$ cat src/rtl/dmem_arbiter.sv
// Round-robin arbiter sharing one single-ported data memory between the CPU (C)
// and the loader (L); each access holds the memory for LAT cycles, then acks once.
module dmem_arbiter #(
  parameter int ADDR_W = 32,
  parameter int DATA_W = 32,
  parameter int LAT    = 2
) (
  input  logic              clk,
  input  logic              rst,
  input  logic              c_req,
  input  logic              c_we,
  input  logic [ADDR_W-1:0] c_addr,
  input  logic [DATA_W-1:0] c_wdata,
  output logic [DATA_W-1:0] c_rdata,
  output logic              c_ack,
  input  logic              l_req,
  input  logic              l_we,
  input  logic [ADDR_W-1:0] l_addr,
  input  logic [DATA_W-1:0] l_wdata,
  output logic [DATA_W-1:0] l_rdata,
  output logic              l_ack,
  output logic              m_ena,
  output logic              m_w,
  output logic              m_r,
  output logic [ADDR_W-1:0] m_addr,
  output logic [DATA_W-1:0] m_wdata,
  input  logic [DATA_W-1:0] m_rdata,
  output logic              cpu_stall,
  output logic              busy
);
  typedef enum logic [1:0] {IDLE, ACCESS, DONE} state_t;

  localparam logic       PORT_C   = 1'b0;
  localparam logic       PORT_L   = 1'b1;
  localparam logic [3:0] CNT_INIT = 4'(LAT - 1);

  state_t            state_q;
  logic [3:0]        cnt_q;
  logic              owner_q;
  logic              last_grant_q;
  logic              we_q;
  logic [ADDR_W-1:0] addr_q;
  logic [DATA_W-1:0] wdata_q;
  logic [DATA_W-1:0] c_rdata_q;
  logic [DATA_W-1:0] l_rdata_q;
  logic              c_ack_q;
  logic              l_ack_q;
  logic              m_ena_q;
  logic              m_w_q;
  logic              m_r_q;

  logic              grant_l_d;
  logic              we_d;
  logic [ADDR_W-1:0] addr_d;
  logic [DATA_W-1:0] wdata_d;

  // On a tie the port that did not win the previous transaction is granted.
  always_comb begin
    grant_l_d = l_req & (~c_req | (last_grant_q == PORT_C));
    we_d      = grant_l_d ? l_we    : c_we;
    addr_d    = grant_l_d ? l_addr  : c_addr;
    wdata_d   = grant_l_d ? l_wdata : c_wdata;
  end

  always_ff @(posedge clk or posedge rst) begin
    if (rst) begin
      state_q      <= IDLE;
      cnt_q        <= '0;
      owner_q      <= PORT_C;
      last_grant_q <= PORT_L;
      we_q         <= 1'b0;
      addr_q       <= '0;
      wdata_q      <= '0;
      c_rdata_q    <= '0;
      l_rdata_q    <= '0;
      c_ack_q      <= 1'b0;
      l_ack_q      <= 1'b0;
      m_ena_q      <= 1'b0;
      m_w_q        <= 1'b0;
      m_r_q        <= 1'b0;
    end else begin
      case (state_q)
        IDLE: begin
          c_ack_q <= 1'b0;
          l_ack_q <= 1'b0;
          if (c_req | l_req) begin
            owner_q <= grant_l_d ? PORT_L : PORT_C;
            we_q    <= we_d;
            addr_q  <= addr_d;
            wdata_q <= wdata_d;
            cnt_q   <= CNT_INIT;
            m_ena_q <= 1'b1;
            m_w_q   <= we_d;
            m_r_q   <= ~we_d;
            state_q <= ACCESS;
          end
        end
        ACCESS: begin
          if (cnt_q == 4'd0) begin
            if (!we_q) begin
              if (owner_q == PORT_L) l_rdata_q <= m_rdata;
              else                   c_rdata_q <= m_rdata;
            end
            m_ena_q <= 1'b0;
            m_w_q   <= 1'b0;
            m_r_q   <= 1'b0;
            c_ack_q <= (owner_q == PORT_C);
            l_ack_q <= (owner_q == PORT_L);
            state_q <= DONE;
          end else begin
            cnt_q <= cnt_q - 4'd1;
          end
        end
        DONE: begin
          c_ack_q      <= 1'b0;
          l_ack_q      <= 1'b0;
          last_grant_q <= owner_q;
          state_q      <= IDLE;
        end
        default: state_q <= IDLE;
      endcase
    end
  end

  assign c_rdata   = c_rdata_q;
  assign l_rdata   = l_rdata_q;
  assign c_ack     = c_ack_q;
  assign l_ack     = l_ack_q;
  assign m_ena     = m_ena_q;
  assign m_w       = m_w_q;
  assign m_r       = m_r_q;
  assign m_addr    = addr_q;
  assign m_wdata   = wdata_q;
  // The CPU is released in its ack cycle so it advances exactly one step.
  assign cpu_stall = c_req & ~c_ack_q;
  assign busy      = (state_q != IDLE);
endmodule

$ cat config.mk
export PLATFORM = sky130hd
export DESIGN_NAME = dmem_arbiter
export DESIGN_NICKNAME = d
export VERILOG_FILES = /design/src/rtl/dmem_arbiter.sv
export SDC_FILE = /design/constraint.sdc
export NUM_CORES = 1
export LEC_CHECK = 0
export ABC_AREA = 1
export BUFFER_PORTS_ARGS = -buffer_cell sky130_fd_sc_hd__buf_2
export CAP_MARGIN = 15
export CORE_MARGIN = 1.5
export CORE_UTILIZATION = 35
export DETAILED_ROUTE_END_ITERATION = 7
export PLACE_DENSITY = 0.62
export RECOVER_POWER = 100
export SLEW_MARGIN = 20
export SYNTH_ARGS = -nofsm -noshare
export SYNTH_HDL_FRONTEND = slang
export SYNTH_SLANG_ARGS = --single-unit
$ cat constraint.sdc
create_clock -name clk -period 5.3 [get_ports clk]
set_input_delay 0.53 -clock clk [delete_from_list [all_inputs] [get_ports clk]]
set_output_delay 0.53 -clock clk [all_outputs]
set_load 0.02 [all_outputs]
==> results.md <==
Critical path:
- The critical path capture point type is a flip-flop.
- Data on the critical path arrives at its endpoint at 3.90 ns.
- The required time of the critical path is 5.57 ns.
- Along the worst path, the maximum fanout reaches 66.
- The critical path launch point type is a flip-flop.
- The worst setup path is of the flip-flop to flip-flop kind.

CTS:
- The buffers inserted during post-CTS setup optimization is 0.
- Post-CTS repair changed the size of 0 cells.
- TritonCTS built the clock tree.
- The number of buffers inserted during clock tree synthesis is 17.
- The number of clock sinks is 142.
- The hold buffer count at CTS is 0.
- The master cell of the clock root buffer is clkbuf_16.
- The H-tree was split into 4 levels.
- The later pin in the worst-skew pair is clocked with a latency of 0.41 ns.
- The longest clock path from root to sink contains 2 buffers.
- Clock-pin slew was measured on the worst setup and hold paths at 0.06 ns.

Job:
- The max-cap check violation count is 3.

Synth:
- For this run, the number of Yosys warnings is 0.
- The synthesized netlist contains 24 unique library cells.
- The share of async-settable or async-resettable flops after synthesis is 100.0%.
- The share of synthesized area in the top cell type comes to 56.34%.
- Counting every instance in the synthesized netlist gives 703.
- In the synthesized netlist the dominant register cell turns out to be dfrtp_1.
- After synthesis, the most frequently instantiated cells are 240 x nand2_1, 167 x nand3_1, 141 x dfrtp_1, 64 x o21a_1, 23 x buf_2.
- The number of enable-type register cells in the synthesized netlist is 0.
- The flip-flop and latch count after synthesis is 142.
- The most frequent cell after synthesis is nand2_1.
- The post-synthesis net count is 871.
- The synthesized netlist occupies a cell area of 0.006262 mm².
- The dominant cell type by area after synthesis is dfrtp_1.
- Of the synthesized area, sequential elements account for 56.76%.
- A synthesized cell averages 8.908 µm².
- By area the synthesized netlist is led by dfrtp_1 56%, nand2_1 14%, nand3_1 13%.

Timing:
- Headroom to the max-slew limit came out at -98.33%.
- The max-slew violation count is 150.
- Hold timing on the final database bottoms out at a slack of 0.2872 ns.
- Setup violations remaining at the end of the flow were counted as 0.
- Setup repair after global routing left no endpoint under its margin.
- The sum of negative setup slack is 0 ns.
- The fmax is 0.2751 GHz.
- Counting I/O delays and the setup requirement, the final critical path takes 3.635 ns.
- The number of hold violations in the final report is 0.
- At the pin with the least slew margin, the transition time is 2.975 ns.
- In the finished design, the share of the clock period the worst path needs comes to 68.59%.
- The post-route clock skew is 0.005751 ns.

Placed design:
- The number of I/O port buffers is 300.
- Routability-driven placement finished with a final weighted congestion of 0.8475.
- Once detailed placement completed, the half-perimeter wirelength came to 12.81 mm.

Routing:
- The post-detailed-route count of antenna-violating nets is 0.
- The routed length on met3 is 1.257 mm.
- The detailed router put a total of 7.573 mm of wire on met1.
- Dividing the detail-routed wire length by the instance count gives 15.09 µm.
- The per-cell via count in the routed design is 4.869.
- The wire length reported by the detailed router is 18.39 mm.
- The highest metal layer used by the detailed router is met4.
- After detailed routing, the number of remaining DRC violations is 0.
- The routed layout has 5935 vias.
- The pre-antenna-repair detailed-routing pass consisted of 5 iterations.
- The initial DRC count is 320.
- Summed over all nets, wire length on met2 after detailed routing comes to 9.103 mm.

Floorplanning:
- The die span in y is 136.8 µm.
- The floorplan step defined a die boundary enclosing 0.01870 mm².
- The initial utilization of the core area, before any placement, comes to 35.96%.
- The initialized floorplan defines 48 standard-cell rows.
- The total area inside the core boundary comes to 0.01742 mm².
- The die extent in x is 136.8 µm.
- The top-level I/O count is 301.

Pwr:
- In this run the power density over the cells is 673.3 mW/mm².
- The combinational power share is 43.9%.
- The peak ir drop on the vdd network is 0.3544 mV.
- The share of total power in the clock network is 21.0%.
- The internal power component is 0.003040 W.
- Sequential cells burn 35.1% of the power.
- In this run switching power makes up 45.30% of total power.
- The total net switching power is 0.002518 W.
- For this design the static power due to leakage is 3.954 nW.

Global routing:
- The first global-routing pass estimated 29.02 mm of wire.
- Entering global routing, the biggest net connects 95 pins.
- Global routing consumed, over all layers together, 20.10% of the routing resources.
- The number of antenna violations at the first check in global routing is 1.
- The total overflow left after global routing is 0.
- The number of global-route vias before repair is 5701.

Status:
- The flow ran to the end, but the final reports show violations.
- The checks that failed: max-capacitance violations, max-slew violations.

Min path:
- The worst hold path belongs to the class input port to asynchronous set/reset pin.

Cells and area:
- The number of fill cells is 1802.
- Compared with the post-synthesis result, the final layout area differs by 31.83%.
- Cells with a size suffix above 1 make up 21.35% of the layout.
- The net count of the finished layout is 1148.
[kinds of logic after synthesis]
kind of cell,share of synthesized area [%]
flip-flops,56.76
AND/OR/NAND/NOR,29.05
buffers and inverters,4.775
AO/OA/AOI/OAI,8.871
XOR/XNOR,0.1399
adder cells (fa/ha/maj),0.3995
[power groups by stage]
stage                     logic, W  registers (W)  clock network (W)
final                      0.00244        0.00195            0.00117
after global routing       0.00269        0.00202            0.00124
after CTS                  0.00263        0.00194            0.00119
after detailed placement   0.00263        0.00195                  0
after global placement     0.00260        0.00195                  0
after floorplan            0.00111        0.00257                  0
[through the flow]
stage | utilization [%] | setup WS [ns] | power [W] | std cells | area, µm²
after floorplan | - | 0.9621 | 0.003686 | 703 | 6262
after global placement | 45.16 | 2.437 | 0.004548 | 1186 | 7865
after detailed placement | 45.16 | 2.431 | 0.004578 | 1186 | 7865
after CTS | 48.46 | 2.525 | 0.005763 | 1218 | 8439
after global routing | 47.40 | 1.161 | 0.005943 | 1219 | 8255
final | 47.40 | 1.665 | 0.005559 | 1219 | 8255
[path summary, 6_finish.rpt]
| kind | to | startpoint | cells past startpoint | slack (ns) |
|---|---|---|---|---|
| worst min-delay path | c_rdata[15] | rst | 2 | 0.29 |
| max in group asynchronous | m_wdata[7] | rst | 3 | 1.97 |
| worst max register to register | we_q | last_grant_q | 8 | 1.66 |
| worst max-delay path | we_q | last_grant_q | 8 | 1.66 |
| min in group clk | c_rdata[27] | m_rdata[27] | 3 | 0.32 |
| worst min register to register | l_rdata[2] | l_rdata[2] | 2 | 0.47 |
[registers in the layout, summed over array words and instances, names as in the netlist, 2 cells and up]
signal / cells
m_wdata: 32
cnt_q: 4
l_rdata: 32
m_addr: 32
c_rdata: 32
state_q: 2
[layout make-up]
type	count	area, µm²	share of cell area [%]
diodes	1	2.502	0.03031
clock inverters	15	148.9	1.804
flip-flops and latches	142	3555	43.06
inverters	12	52.55	0.6366
well taps	225	281.5	3.410
repair buffers	308	1381	16.73
clock buffers	17	425.4	5.153
multi-input cells	499	2409	29.18
[worst max-delay path, cell delays in order (launching register included)]
cell and delay (ns):
dfstp_1 0.39, nand2_2 0.07, clkbuf_1 2.09, nand2_2 -0.02
buf_4 0.44, nand2_1 0.13, nand2_1 0.09, nand2_1 0.11
o21ai_0 0.09
[cells in the final DEF, fill, tap and decap left out, drive strengths merged]
| master | n |
|---|---|
| nand2 | 241 |
| buf | 170 |
| nand3 | 168 |
| clkbuf | 155 |
| dfrtp | 141 |
| o21a | 64 |
| inv | 21 |
| o21ai | 10 |
| nor2 | 9 |
| clkinvlp | 4 |
| ha | 2 |
| diode | 1 |
| o22ai | 1 |
| xor2 | 1 |
| nor3 | 1 |
| o31ai | 1 |
| nand4 | 1 |
| clkinv | 1 |
| bufinv | 1 |
| dfstp | 1 |
[metal layers]
| layer | vias to the layer above | global-route usage [%] |
|---|---|---|
| li1 | 2898 | - |
| met4 | 0 | 7.683 |
| met2 | 207 | 33.75 |
| met1 | 2803 | 24.39 |
| met5 | - | 0 |
| met3 | 27 | 5.741 |
(Power assumes the default switching activity.)
